### src/rtl/food_arbiter.sv
// Food ownership and respawn sequencer for the two-snake game.
// Optional uneaten-food relocation is enabled with `define FOOD_TIMEOUT_EN.
module food_arbiter #(
    parameter int                  num_len         = 10,
    parameter int                  max_len_bit_len = 4,
    parameter int                  GRID_CELLS      = 768,
    parameter int                  MAX_TRIES       = 8,
    parameter logic [num_len-1:0]  INIT_FOOD       = 10'd100,
    parameter logic [num_len-1:0]  FALLBACK_POS    = 10'd0
`ifdef FOOD_TIMEOUT_EN
    ,
    parameter int                  TIMEOUT         = 255
`endif
) (
    input  logic                       clk,
    input  logic                       rst_n,
    input  logic                       tick,
    input  logic [num_len-1:0]         head_a,
    input  logic [num_len-1:0]         head_b,
    input  logic [num_len-1:0]         rand_food,
    output logic                       chk_req,
    output logic [num_len-1:0]         chk_pos,
    input  logic                       chk_ack,
    input  logic                       chk_hit,
    output logic [num_len-1:0]         food_pos,
    output logic                       food_valid,
    output logic [max_len_bit_len-1:0] score_a,
    output logic [max_len_bit_len-1:0] score_b,
    output logic                       eat_a,
    output logic                       eat_b,
    output logic                       busy
);

    typedef enum logic [1:0] {IDLE = 2'd0, SPAWN = 2'd1, CHECK = 2'd2} state_t;

    localparam int                   TRY_W    = $clog2(MAX_TRIES + 1);
    localparam logic [TRY_W-1:0]     TRY_LIM  = TRY_W'(MAX_TRIES);
    localparam logic [num_len:0]     GRID_LIM = (num_len + 1)'(GRID_CELLS);
    localparam logic [max_len_bit_len-1:0] SCORE_MAX = {max_len_bit_len{1'b1}};

    state_t                     state_r, state_n;
    logic [num_len-1:0]         food_pos_r, food_pos_n, cand_r, cand_n, chk_pos_r, chk_pos_n;
    logic                       food_valid_r, food_valid_n, chk_req_r, chk_req_n;
    logic [max_len_bit_len-1:0] score_a_r, score_a_n, score_b_r, score_b_n;
    logic                       eat_a_r, eat_a_n, eat_b_r, eat_b_n, busy_r;
    logic                       rr_r, rr_n;
    logic [TRY_W-1:0]           try_r, try_n, try_inc_s;
    logic                       hit_a_s, hit_b_s, reject_s, age_due_s;

    assign hit_a_s   = (head_a == food_pos_r);
    assign hit_b_s   = (head_b == food_pos_r);
    assign try_inc_s = try_r + TRY_W'(1);
    assign reject_s  = ({1'b0, rand_food} >= GRID_LIM) || (rand_food == head_a) || (rand_food == head_b);

    function automatic logic [max_len_bit_len-1:0] sat_inc(input logic [max_len_bit_len-1:0] v);
        return (v == SCORE_MAX) ? v : v + {{(max_len_bit_len-1){1'b0}}, 1'b1};
    endfunction

`ifdef FOOD_TIMEOUT_EN
    localparam logic [7:0] AGE_LIM = 8'(TIMEOUT);
    logic [7:0] age_r;
    assign age_due_s = (age_r >= AGE_LIM - 8'd1);

    // Age counts unanswered ticks while idle; any respawn restarts it.
    always_ff @(posedge clk or negedge rst_n) begin
        if (!rst_n)
            age_r <= 8'd0;
        else if (state_r != IDLE)
            age_r <= 8'd0;
        else if (tick && food_valid_r && !hit_a_s && !hit_b_s)
            age_r <= age_due_s ? 8'd0 : age_r + 8'd1;
        else
            age_r <= age_r;
    end
`else
    assign age_due_s = 1'b0;
`endif

    // Next-state and next-output decode for grant and respawn sequencing.
    always_comb begin
        state_n      = state_r;
        food_pos_n   = food_pos_r;
        food_valid_n = food_valid_r;
        cand_n       = cand_r;
        chk_req_n    = chk_req_r;
        chk_pos_n    = chk_pos_r;
        score_a_n    = score_a_r;
        score_b_n    = score_b_r;
        eat_a_n      = 1'b0;
        eat_b_n      = 1'b0;
        rr_n         = rr_r;
        try_n        = try_r;
        case (state_r)
            IDLE: begin
                if (tick && food_valid_r) begin
                    if (hit_a_s || hit_b_s) begin
                        // A wins outright or on a tie when the pointer favours A.
                        if (hit_a_s && (!hit_b_s || !rr_r)) begin
                            eat_a_n   = 1'b1;
                            score_a_n = sat_inc(score_a_r);
                        end else begin
                            eat_b_n   = 1'b1;
                            score_b_n = sat_inc(score_b_r);
                        end
                        rr_n         = (hit_a_s && hit_b_s) ? ~rr_r : rr_r;
                        food_valid_n = 1'b0;
                        try_n        = {TRY_W{1'b0}};
                        state_n      = SPAWN;
                    end else if (age_due_s) begin
                        food_valid_n = 1'b0;
                        try_n        = {TRY_W{1'b0}};
                        state_n      = SPAWN;
                    end else begin
                        state_n = IDLE;
                    end
                end else begin
                    state_n = IDLE;
                end
            end
            SPAWN: begin
                cand_n = rand_food;
                try_n  = try_inc_s;
                if (!reject_s) begin
                    chk_req_n = 1'b1;
                    chk_pos_n = rand_food;
                    state_n   = CHECK;
                end else if (try_inc_s < TRY_LIM) begin
                    state_n = SPAWN;
                end else begin
                    food_pos_n   = FALLBACK_POS;
                    food_valid_n = 1'b1;
                    state_n      = IDLE;
                end
            end
            CHECK: begin
                if (chk_ack) begin
                    chk_req_n = 1'b0;
                    if (!chk_hit) begin
                        food_pos_n   = cand_r;
                        food_valid_n = 1'b1;
                        state_n      = IDLE;
                    end else if (try_r < TRY_LIM) begin
                        state_n = SPAWN;
                    end else begin
                        food_pos_n   = FALLBACK_POS;
                        food_valid_n = 1'b1;
                        state_n      = IDLE;
                    end
                end else begin
                    state_n = CHECK;
                end
            end
            default: begin
                chk_req_n = 1'b0;
                state_n   = IDLE;
            end
        endcase
    end

    // State and registered outputs.
    always_ff @(posedge clk or negedge rst_n) begin
        if (!rst_n) begin
            state_r      <= IDLE;
            food_pos_r   <= INIT_FOOD;
            food_valid_r <= 1'b1;
            cand_r       <= {num_len{1'b0}};
            chk_req_r    <= 1'b0;
            chk_pos_r    <= {num_len{1'b0}};
            score_a_r    <= {max_len_bit_len{1'b0}};
            score_b_r    <= {max_len_bit_len{1'b0}};
            eat_a_r      <= 1'b0;
            eat_b_r      <= 1'b0;
            busy_r       <= 1'b0;
            rr_r         <= 1'b0;
            try_r        <= {TRY_W{1'b0}};
        end else begin
            state_r      <= state_n;
            food_pos_r   <= food_pos_n;
            food_valid_r <= food_valid_n;
            cand_r       <= cand_n;
            chk_req_r    <= chk_req_n;
            chk_pos_r    <= chk_pos_n;
            score_a_r    <= score_a_n;
            score_b_r    <= score_b_n;
            eat_a_r      <= eat_a_n;
            eat_b_r      <= eat_b_n;
            busy_r       <= (state_n != IDLE);
            rr_r         <= rr_n;
            try_r        <= try_n;
        end
    end

    assign chk_req    = chk_req_r;
    assign chk_pos    = chk_pos_r;
    assign food_pos   = food_pos_r;
    assign food_valid = food_valid_r;
    assign score_a    = score_a_r;
    assign score_b    = score_b_r;
    assign eat_a      = eat_a_r;
    assign eat_b      = eat_b_r;
    assign busy       = busy_r;

endmodule
### config.mk
export PLATFORM = sky130hd
export DESIGN_NAME = food_arbiter
export DESIGN_NICKNAME = d
export VERILOG_FILES = /design/src/rtl/food_arbiter.sv
export SDC_FILE = /design/constraint.sdc
export NUM_CORES = 1
export LEC_CHECK = 0
export ABC_AREA = 1
export ABC_CLOCK_PERIOD_IN_PS = 2350
export CORE_MARGIN = 4
export CORE_UTILIZATION = 51
export DETAILED_ROUTE_END_ITERATION = 8
export PLACE_DENSITY = 0.81
export SLEW_MARGIN = 10
export SYNTH_ARGS = -nofsm -noshare
export SYNTH_HDL_FRONTEND = slang
export SYNTH_SLANG_ARGS = --single-unit
export TNS_END_PERCENT = 100
### constraint.sdc
create_clock -name clk -period 2.35 [get_ports clk]
set_clock_uncertainty 0.15 [all_clocks]
set_input_delay 0.47 -clock clk [delete_from_list [all_inputs] [get_ports clk]]
set_output_delay 0.47 -clock clk [all_outputs]
set_load 0.01 [all_outputs]
* Yosys cells after proc, flatten, opt, wreduce, memory -nomap -nowiden
Index checks and enable logic that the tools add are counted.
** Word-level totals
- Bits in registers :: 50
- Word-level logic and storage cells :: 98
** Operators by class
- Equal/unequal tests :: 15
- $lt $le $gt $ge :: 3
- Multiplexer cells :: 36
- Add/subtract/negate cells :: 3
- Reductions and logical operators :: 22
- Bitwise operators :: 6
** Operators by type and width (count)
- 10-bit 2-to-1 mux :: 5
- 10-bit equality test :: 4
- 1-bit 2-to-1 mux :: 21
- 10-bit case mux with 2 select lines :: 1
- 5-bit AND reduction :: 3
- 4-bit by 1-bit adder with 4-bit output (second input constant) :: 3
- 2-bit != test (second input constant) :: 6
- 10-bit greater-or-equal comparator (second input constant) :: 1
- 4-bit equality test (second input constant) :: 2
- 4-bit < comparator (second input constant) :: 2
- 4-bit 2-to-1 mux :: 2
- 4-bit case mux with 2 select lines :: 1
- 7-bit AND reduction :: 1
- 2-bit 2-to-1 mux :: 3
- 1-bit NOT :: 6
- 1-bit case mux with 3 select lines :: 2
- 2-bit case mux with 3 select lines :: 1
- 3-bit AND reduction :: 2
- 2-bit nonzero test :: 3
- 1-bit logical OR :: 4
- 4-bit AND reduction :: 1
- 1-bit logical AND :: 3
- 3-bit != test (second input constant) :: 1
- 3-bit nonzero test :: 1
- other kinds (5) :: 6

* Longest topological paths before layout
Gate-level depths: netlist of run 1.
- Depth after elaboration :: 8
- Mapped depth :: 13
- Depth with buffers taken out :: 13

* Worst setup path before layout of run 1
Ideal clock, no wire load.
- Kind :: register to register
- Start point :: reg food_pos_r[5], in the netlist food_pos[5]
- End point :: reg score_b_r[2], in the netlist score_b[2]
- Path slack :: 0.573 ns
- Cell stages (with the launch flop) :: 13
- Data arrival time :: 1.510 ns
- Library setup time :: 0.117 ns
- Cells stage by stage :: dfstp_2 -> xnor2_1 -> nand2_1 -> nor2_1 -> inv_2 -> nor2_4 -> nand2_4 -> nand2_8 -> inv_4 -> nor2_8 -> nand2_2 -> nand2_1 -> nand2_1
** On the way
- Cells in the longest elaborated chain, start to end :: 6
- Elaborated cells between the ends (all ways) :: 8
- Those cells by class :: eq/ne (2); bitwise (1); reduce/logical (5)
** RTL lines
- from (decl) :: line 42 : logic [num_len-1:0] food_pos_r, food_pos_n, cand_r, cand_n, chk_pos_r, chk_pos_n;
- from (signal assigned) :: line 178 : food_pos_r <= food_pos_n;
- 10-bit equality test :: line 51 : assign hit_b_s = (head_b == food_pos_r);
- 1-bit zero test :: line 98 : if (hit_a_s && (!hit_b_s || !rr_r)) begin
- 1-bit logical OR :: line 98
- 1-bit logical AND :: line 98
- 1-bit NOT (no source line)
- 5-bit AND reduction (no source line) *
- to (signal assigned) :: line 170 : score_b_r <= {max_len_bit_len{1'b0}};
- to (signal assigned) :: line 184 : score_b_r <= score_b_n;
- to (decl) :: line 44 : logic [max_len_bit_len-1:0] score_a_r, score_a_n, score_b_r, score_b_n;
Mark *: on every way between the ends. The rest lies on a longest branch, timed or not.
A chain may end at the register's enable or synchronous reset.

* Worst setup path after layout of run 1
- Start point :: in head_b[5]
- End point :: reg try_r[2]
** On the way
- Cells in the longest elaborated chain, start to end :: 4
** RTL lines
- from (decl) :: line 19 : input logic [num_len-1:0] head_b,
- 10-bit equality test :: line 51
- 1-bit logical OR :: line 96 : if (hit_a_s || hit_b_s) begin
- 2-bit != test (no source line)
- 3-bit AND reduction (no source line)
- to (signal assigned) :: line 175 : try_r <= {TRY_W{1'b0}};
- to (signal assigned) :: line 189 : try_r <= try_n;
- to (decl) :: line 47 : logic [TRY_W-1:0] try_r, try_n, try_inc_s;
Every way passes these cells.

==> results.json, run 1 <==
{
  "status": "finished, final reports clean",
  "ys_warn_count": 0,
  "power.share.clock_pct": 27.0,
  "power.switching_fraction_pct": 29.8,
  "num_antenna_cells": 0,
  "cp_max_fo": 5,
  "element_type_at_the_critical_path_start": "primary input",
  "boundaryPins": 68,
  "core_area_mm2": 0.00564,
  "netlist.area_leader.share_pct": 38.0,
  "finalHoldWorstSlack_ns": 0.0923,
  "xor_xnor_fraction_of_synth_area_pct": 9.53,
  "layout_cells_sized_above_1_pct": 18.5,
  "synth_largest_area_cell": "dfrtp_1",
  "route.detailed.vias_per_inst": 4.95,
  "synth_top_family_by_area": "simple AND/OR/NAND/NOR gates",
  "period_minus_slack_ns": 2.15,
  "cts.sink_count": 50,
  "critical_path.endpoint_type": "flip-flop",
  "drt-total-wl_um": 7150,
  "path_class": "primary input to flip-flop",
  "post-route-period-util_pct": 91.3,
  "cts.repair_timing.setup_buffer_count": 0,
  "drtIter0Drc": 121,
  "cts_hold_buffers": 0,
  "synth_fp_nets": 412,
  "grt_use_total_pct": 20.9,
  "area_growth_syn_to_layout_pct": 31.3,
  "layout.cells.non_filler": 526,
  "grt_antenna_before_repair": 0,
  "remaining_drc_errors": 0,
  "ir_worst_vdd_mv": 0.481,
  "setup_viol": 0,
  "switchingPower_mw": 0.707,
  "design.final.nets": 495,
  "vias_in_the_first_global_route": 2513,
  "ys_async_sr_fraction_pct": 100,
  "min_path_type": "primary input to asynchronous set/reset pin",
  "floorplan.die.width_um": 85.1,
  "synthesis.area_per_instance_um2": 8.19,
  "vias": 2605,
  "grt_remaining_overflow": 0,
  "tightest_slew_ns": 0.628,
  "grt_start_max_net_pins": 51,
  "total_leakage_power_nw": 1.93,
  "power_density_cells_mw_per_mm2": 597,
  "report.final.hold_viol_count": 0,
  "start_util_pct": 53.7,
  "drt_pass1_iterations": 4,
  "synth.distinct_cells": 37,
  "setup_slack_ns": 0.204,
  "synth_edf_count": 0,
  "fraction_of_the_mapped_netlist_area_in_compound_gates_pct": 8.42,
  "drt-wirelength-per-cell_um": 13.6,
  "die_height_um": 85.1,
  "h-tree-depth": 2,
  "root_buffer": "clkbuf_8",
  "pre_cts_ws_ns": -0.108,
  "synth_simple_gate_area_share_pct": 30.1,
  "seqPwrFrac_pct": 47.5,
  "yosys_most_used_dff": "dfrtp_1",
  "worst_setup_hold_path_clk_slew_ns": 0.10,
  "synth.area.top_cells": "dfrtp_1 (38%), nand2_1 (14%), xor2_1 (5.2%)",
  "synth-adder-area-share_pct": 2.89,
  "buffer_ports.inserted": 67,
  "dpl.cell_count": 518,
  "relSlewSlack_pct": 58.1,
  "combPwrFrac_pct": 25.5,
  "post-dp-hpwl_um": 5670,
  "worstPathArrival_ns": 2.20,
  "insertion_delay_ns": 0.31,
  "post_cts_resized": 0,
  "cell_area_after_synthesis_mm2": 0.00303,
  "postSynthCellCount": 370,
  "die_area_mm2": 0.00724,
  "maxSlewViolCount": 0,
  "wire_length_of_the_first_global_routing_pass_um": 12100,
  "antenna_left": 0,
  "achievable-frequency_mhz": 466,
  "yosysSeqAreaShare_pct": 41.4,
  "clock_buffer_depth": 2,
  "post_synth_mux_area_share_pct": 0,
  "tritoncts": "done",
  "std_cell_rows": 27,
  "gp_routability_congestion": 0.946,
  "setup_total_negative_slack_ns": 0,
  "max_cap_viols": 0,
  "synth-seq-cells": 50,
  "totalPowerFinal_mw": 2.38,
  "rsz0062_at_grt": "no",
  "worstPathRequired_ns": 2.40,
  "internal-power_mw": 1.67,
  "cts-buffers-inserted": 5
}
[per-stage QoR]
step	instance area [um^2]	utilization, %
CTS	3980	70.6
detailed placement	3860	68.5
global route	3980	70.6
global placement	3860	68.5
finish	3980	70.6
floorplan	3030	-
[cell usage after synthesis (3+ instances only)]
cell type and number:
dfrtp_1 46, inv_1 33, o21ai_2 10, dfstp_2 4
nand3_1 16, ha_1 7, xnor2_1 15, nand2_1 116
xor2_1 18, nor2_4 3, o21ai_1 14, nand2_2 14
nor2_1 16, nor2_2 4, o21ai_0 12, inv_2 12
nand4_1 4
[power by group through the flow]
| stage | registers (mW) | clock network (mW) | logic [mW] |
|---|---|---|---|
| global route | 1.15 | 0.691 | 0.675 |
| detailed placement | 1.14 | 0 | 0.608 |
| finish | 1.13 | 0.642 | 0.605 |
| floorplan | 1.16 | 0 | 0.263 |
| CTS | 1.13 | 0.659 | 0.612 |
| global placement | 1.14 | 0 | 0.593 |
[layout by cell type (no fill, tap or decap), drive strengths merged]
cell	count
a21boi	1
a21o	1
a21oi	1
a31oi	1
buf	17
bufinv	1
clkbuf	5
clkdlybuf4s50	66
dfrtp	46
dfstp	4
ha	7
inv	48
nand2	132
nand3	20
nand4	5
nor2	24
nor3	3
o21ai	36
o21bai	1
or2	2
xnor2	15
xor2	18
[path summary, 6_finish.rpt]
check                                  from           to  slack, ns  depth (start not counted)
worst min register to register    cand_r[8]    cand_r[8]       0.33                          2
min in group clk                  cand_r[8]    cand_r[8]       0.33                          2
worst max-delay path              head_b[5]     try_r[2]       0.20                         11
max in group asynchronous             rst_n  food_pos[3]       1.52                          2
worst min-delay path                  rst_n   chk_pos[1]       0.09                          2
worst max register to register  food_pos[5]     try_r[2]       0.34                         10
[worst max-delay path, cell delays in order]
cell,delay [ns]
clkdlybuf4s50_1,0.55
xnor2_1,0.14
nand2_1,0.09
nor2_1,0.20
nand4_1,0.16
nand2_1,0.12
nand2_1,0.09
nand2_1,0.15
nand2_2,0.10
nand2_1,0.07
o21ai_1,0.06
[logic make-up (layout without fill, tap and decap cells)]
logic type                 after synthesis  after routing
AOI/OAI and AO/OA                       41             41
DFF                                     50             50
and+or+nand+nor                        186            186
xor gates and xnor gates                33             33
adders and majority gates                7              7
buffers and inverters                   53            137
[state kept, by name (all words and copies together) (netlist names), 2 cells and up]
signal	count
food_pos	10
score_b	4
state_r	2
score_a	4
cand_r	10
chk_pos	10
try_r	4
[per-layer routing]
layer  routed length (um)  part of all wire [%]  global-route usage, %  vias to the layer above
li1                     -                     -                      -                     1315
met1                 3240                    45                   29.7                     1215
met2                 3410                    48                   33.7                       69
met3                  426                   6.0                   3.20                        6
met4                   73                   1.0                   4.75                        0
met5                    0                     0                      0                        -
[final cells by class]
| class | instances | area [um^2] |
|---|---|---|
| Clock buffer | 5 | 68.8 |
| Clock inverter | 3 | 47.5 |
| Fill cell | 431 | 1660 |
| Inverter | 46 | 175 |
| Multi-Input combinational cell | 267 | 1550 |
| Sequential cell | 50 | 1260 |
| Tap cell | 72 | 90.1 |
| Timing Repair Buffer | 83 | 798 |
(Power assumes the default switching activity.)
==> inputs of run 2 (changes only) <==
--- a/config.mk
+++ b/config.mk
@@ -6,11 +6,11 @@
 export NUM_CORES = 1
 export LEC_CHECK = 0
 export ABC_AREA = 1
-export ABC_CLOCK_PERIOD_IN_PS = 2350
+export ABC_CLOCK_PERIOD_IN_PS = 1900
 export CORE_MARGIN = 4
-export CORE_UTILIZATION = 51
+export CORE_UTILIZATION = 46
 export DETAILED_ROUTE_END_ITERATION = 8
-export PLACE_DENSITY = 0.81
+export PLACE_DENSITY = 0.77
 export SLEW_MARGIN = 10
 export SYNTH_ARGS = -nofsm -noshare
 export SYNTH_HDL_FRONTEND = slang
==> constraint.sdc (replaced) <==
create_clock -name clk -period 1.9 [get_ports clk]
set_clock_uncertainty 0.15 [all_clocks]
set_input_delay 0.38 -clock clk [delete_from_list [all_inputs] [get_ports clk]]
set_output_delay 0.38 -clock clk [all_outputs]
set_load 0.01 [all_outputs]
==> results.json, run 2 (synthesized netlist as in run 1, its figures left out) <==
{
  "grt_start_max_net_pins": 51,
  "boundaryPins": 68,
  "gp_routability_congestion": 0.927,
  "root_buffer": "clkbuf_8",
  "cts-buffers-inserted": 5,
  "std_cell_rows": 29,
  "relSlewSlack_pct": 76.9,
  "period_minus_slack_ns": 1.91,
  "max_cap_viols": 0,
  "post-route-period-util_pct": 100,
  "violations_in_the_final_reports": "setup timing",
  "cp_max_fo": 3,
  "worstPathCellList": "buf_6 > nand2_1 > nand3_2 > nor2_2 > nand3_2 > inv_4 > buf_4 > buf_4 > a21boi_4 > nand3_2 > nand2_1 > nand2_1",
  "min_path_type": "flip-flop to flip-flop",
  "core_area_mm2": 0.00639,
  "final_common_cell": "nand2_1",
  "grtUsageMet2_pct": 34.1,
  "critical_path_buf_inv_count": 4,
  "grt_use_total_pct": 20.2,
  "wire_length_of_the_first_global_routing_pass_um": 12400,
  "fin_util_pct": 67.7,
  "route.detailed.vias_per_inst": 4.89,
  "maxSlewViolCount": 0,
  "clock_buffer_depth": 2,
  "antenna_left": 0,
  "power_density_cells_mw_per_mm2": 654,
  "report.final.hold_viol_count": 0,
  "grt_remaining_overflow": 0,
  "insertion_delay_ns": 0.31,
  "drt_pass1_iterations": 4,
  "setup_viol": 2,
  "die_area_mm2": 0.00795,
  "vias": 2722,
  "status": "complete, but fails checks",
  "buffer_ports.inserted": 67,
  "worst_path_cell_with_the_longest_stage_delay": "dfstp_2",
  "floorplan.die.width_um": 89.2,
  "drtIter0Drc": 116,
  "mostFrequentLayoutCells": "nand2_1 (108), dfrtp_1 (39), clkdlybuf4s50_1 (34), buf_4 (34), inv_1 (33)",
  "cts.sink_count": 50,
  "worst_setup_hold_path_clk_slew_ns": 0.10,
  "remaining_drc_errors": 0,
  "setup_slack_ns": -0.00817,
  "vias_in_the_first_global_route": 2617,
  "post-dp-hpwl_um": 5810,
  "drt-wirelength-per-cell_um": 14.2,
  "start_util_pct": 47.5,
  "achievable-frequency_mhz": 524,
  "design.final.nets": 521,
  "layout_cells_sized_above_1_pct": 28.1,
  "drt-total-wl_um": 7930,
  "worstPathArrival_ns": 1.96,
  "ir_worst_vdd_mv": 0.522,
  "totalPowerFinal_mw": 2.82,
  "grt_use_met1_pct": 27.2,
  "busiest_layer": "met2",
  "tritoncts": "done",
  "element_type_at_the_critical_path_start": "flip-flop",
  "path_class": "flip-flop to flip-flop",
  "grt_antenna_before_repair": 0,
  "die_height_um": 89.2,
  "num_antenna_cells": 0,
  "area_growth_syn_to_layout_pct": 42.6,
  "finalHoldWorstSlack_ns": 0.333,
  "critPathTopFamily": "flip-flops",
  "tightest_slew_ns": 0.345,
  "h-tree-depth": 2,
  "groute.layer.met3.usage_pct": 3.32,
  "total_leakage_power_nw": 2.21,
  "worstPathRequired_ns": 1.96,
  "critical_path.endpoint_type": "flip-flop",
  "rsz0062_at_grt": "yes",
  "critical_path.max_stage_delay_ns": 0.56
}
run 2: cell count changes in the layout (fill, tap and decap cells not counted), sizes merged:
| cell | delta |
|---|---|
| buf | +23 |
| bufinv | -1 |
| dlygate4sd3 | +1 |
| clkdlybuf4s50 | -32 |
| clkinv | +2 |
| inv | -2 |
| dlymetal6s2s | +7 |
| clkinvlp | +1 |
| dlygate4sd2 | +25 |
| clkbuf | +2 |
run 2: area by class of cell:
class / instances / area, um^2
flip-flops and latches: 50 / 1260
fillers: 494 / 2060
clock buffers: 5 / 68.8
repair buffers: 109 / 1040
inverters: 46 / 180
clock inverters: 3 / 21.3
well taps: 77 / 96.3
multi-input cells: 267 / 1650
run 2: repair_timing:
action                     in CTS  in global routing
setup endpoints to repair      30                 44
setup buffers                   2                  5
pin swaps                      12                 20
hold endpoints to repair       46                  0
gates cloned                    0                  3
hold buffers                    1                  0
gates resized for setup        34                 36
run 2: path summary, 6_finish.rpt:
kind                               to  slack, ns  cells after the start        start
max                        score_b[0]     -0.008                     12  food_pos[6]
min                         cand_r[8]       0.33                      2    cand_r[8]
max reg2reg                score_b[0]     -0.008                     12  food_pos[6]
min reg2reg                 cand_r[8]       0.33                      2    cand_r[8]
max in group asynchronous  food_valid       0.89                      3        rst_n
min in group asynchronous  chk_pos[0]       0.44                      3        rst_n
run 2: through the flow:
stage,TNS (ns),cell area (um^2),std cells,setup slack (ns)
CTS,0,4110,549,0.00155
global route,-0.796,4320,557,-0.101
detailed placement,-13.67,4000,538,-0.436
finish,-0.00929,4320,557,-0.00817
global placement,-11.82,4000,538,-0.357
floorplan,0,3030,370,0.123
run 2: power by group:
group          total (mW)  switching [mW]  internal, mW
clock               0.625           0.365         0.259
combinational       0.792           0.387         0.405
sequential           1.41           0.141          1.27
run 2: layer usage:
metal | share of wire [%] | up-vias
met4 | 1.2 | 0
met2 | 49 | 65
li1 | - | 1372
met3 | 5.2 | 9
met5 | 0 | -
met1 | 44 | 1276
run 2: tightest hold or removal path, stage by stage, from the launching register on:
cell and delay [ns]:
dfrtp_1 0.36, nand2_1 0.05, nand2_1 0.05
==> inputs of run 3 (changes only) <==
--- a/config.mk
+++ b/config.mk
@@ -6,11 +6,11 @@
 export NUM_CORES = 1
 export LEC_CHECK = 0
 export ABC_AREA = 1
-export ABC_CLOCK_PERIOD_IN_PS = 1900
+export ABC_CLOCK_PERIOD_IN_PS = 2170
 export CORE_MARGIN = 4
-export CORE_UTILIZATION = 46
+export CORE_UTILIZATION = 51
 export DETAILED_ROUTE_END_ITERATION = 8
-export PLACE_DENSITY = 0.77
+export PLACE_DENSITY = 0.81
 export SLEW_MARGIN = 10
 export SYNTH_ARGS = -nofsm -noshare
 export SYNTH_HDL_FRONTEND = slang
==> constraint.sdc (replaced) <==
create_clock -name clk -period 2.17 [get_ports clk]
set_clock_uncertainty 0.15 [all_clocks]
set_input_delay 0.434 -clock clk [delete_from_list [all_inputs] [get_ports clk]]
set_output_delay 0.434 -clock clk [all_outputs]
set_load 0.01 [all_outputs]
==> results.json, run 3 (synthesized netlist as in run 1, its figures left out) <==
{
  "root_buffer": "clkbuf_8",
  "core_area_mm2": 0.00564,
  "whs_path_depth": 2,
  "die_height_um": 85.1,
  "cts-buffers-inserted": 5,
  "vias_in_the_first_global_route": 2485,
  "drtIter0Drc": 99,
  "boundaryPins": 68,
  "relSlewSlack_pct": 80.7,
  "tightest_slew_ns": 0.288,
  "path_class": "primary input to flip-flop",
  "area_growth_syn_to_layout_pct": 33.3,
  "std_cell_rows": 27,
  "worst_setup_hold_path_clk_slew_ns": 0.09,
  "period_minus_slack_ns": 2.09,
  "holdPathEnd": "cand_r[8]",
  "antenna_left": 0,
  "grt_antenna_before_repair": 0,
  "r2r-start": "food_pos[5]",
  "worstPathRequired_ns": 2.28,
  "layout.area.seq_mm2": 0.00126,
  "achievable-frequency_mhz": 479,
  "worstPathArrival_ns": 2.19,
  "layout.cells.non_filler": 534,
  "fin_util_pct": 71.6,
  "num_antenna_cells": 0,
  "drt_pass1_iterations": 4,
  "pre_cts_ws_ns": -0.207,
  "num-fill-cells": 439,
  "ir_worst_vdd_mv": 0.463,
  "grt_start_max_net_pins": 51,
  "remaining_drc_errors": 0,
  "grt_use_total_pct": 20.8,
  "critical_path.endpoint_type": "flip-flop",
  "grt_remaining_overflow": 0,
  "tritoncts": "done",
  "dpl.cell_count": 525,
  "die_area_mm2": 0.00724,
  "vias": 2607,
  "status": "finished, final reports clean",
  "wire_length_of_the_first_global_routing_pass_um": 12000,
  "post-dp-hpwl_um": 5760,
  "rsz0062_at_grt": "no",
  "h-tree-depth": 2,
  "start_util_pct": 53.7,
  "design.final.nets": 503,
  "post-route-period-util_pct": 96.2,
  "cp_max_fo": 5,
  "buffer_ports.inserted": 67,
  "route.detailed.vias_per_inst": 4.88,
  "cts.repair_timing.setup_buffer_count": 0,
  "reg2reg_depth": 10,
  "final_common_cell": "nand2_1",
  "insertion_delay_ns": 0.31,
  "multi_input_area_mm2": 0.00155,
  "floorplan.die.width_um": 85.1,
  "element_type_at_the_critical_path_start": "primary input",
  "maxSlewViolCount": 0,
  "max_cap_viols": 0,
  "hold_path.startpoint": "cand_r[8]",
  "setup_slack_ns": 0.0834,
  "total_leakage_power_nw": 1.96,
  "layout_cells_sized_above_1_pct": 19.9,
  "min_path_type": "flip-flop to flip-flop",
  "mostFrequentLayoutCells": "nand2_1 (116), clkdlybuf4s50_1 (66), dfrtp_1 (46)",
  "setup_viol": 0,
  "totalPowerFinal_mw": 2.48,
  "power_density_cells_mw_per_mm2": 614,
  "post_detailed_placement_cell_area_mm2": 0.00393,
  "clock_buffer_depth": 2,
  "drt-total-wl_um": 7210,
  "report.final.hold_viol_count": 0,
  "gp_routability_congestion": 0.916,
  "cts.sink_count": 50,
  "setup.reg_to_reg.worst_slack_ns": 0.22,
  "r2r-end": "try_r[0]",
  "finalInstanceArea_mm2": 0.00404,
  "drt-wirelength-per-cell_um": 13.5
}
## run 3: cell types whose count changed in the layout (fill, tap and decap cells not counted), sizes merged, moves of 2 or more
cell           change
dlymetal6s2s       -7
dlygate4sd2       -25
clkinv             -2
clkdlybuf4s50     +32
buf               -16
## run 3: worst max-delay path, stage by stage
cell,delay [ns]
clkdlybuf4s50_1,0.63
xor2_1,0.19
nor2_1,0.06
nand2_1,0.07
nor2_2,0.05
nor2_4,0.11
nand3_4,0.11
buf_4,0.18
a21oi_1,0.20
buf_4,0.15
## run 3: repair_timing
action	CTS	global route
resized for setup	0	1
hold buffers	1	0
setup endpoints to repair	0	1
endpoints found under the hold margin	46	0
## run 3: worst max path at each step
stage	slack [ns]	end	depth (start not counted)	startpoint
after floorplan	0.39	score_b[2]	12	food_pos[5]
after global placement	-0.20	food_pos[1]	13	rand_food[1]
after detailed placement	-0.21	try_r[3]	11	head_b[5]
after CTS	0.11	state_r[1]	10	rand_food[8]
after global routing	0.0006	state_r[1]	10	rand_food[8]
final	0.08	state_r[1]	10	rand_food[8]
## run 3: final cells by class
cell class	instances	share of cell area [%]
clock buffers	6	2.04
inverters	46	4.33
repair buffers	91	21.6
multi-input cells	267	38.3
well taps	72	2.23
clock inverters	2	0.402
flip-flops and latches	50	31.1
## run 3: metal layers
layer  up-vias  global-route usage, %  wire (um)
met3         7                   3.69        280
met4         0                   3.74         64
met1      1215                   28.7       3450
met5         -                      0          0
li1       1333                      -          -
met2        52                   34.5       3420
## run 3: where the power goes
part / internal [mW] / switching, mW / total, mW
Sequential: 1.11 / 0.115 / 1.22
Clock: 0.263 / 0.332 / 0.595
Combinational: 0.357 / 0.308 / 0.665
## run 3: per-stage QoR
stage	hold WS, ns	setup TNS, ns
final	0.334	0
after detailed placement	0.294	-5.14
after floorplan	-0.0116	0
after global routing	0.360	0
after CTS	0.337	0
after global placement	0.289	-4.97
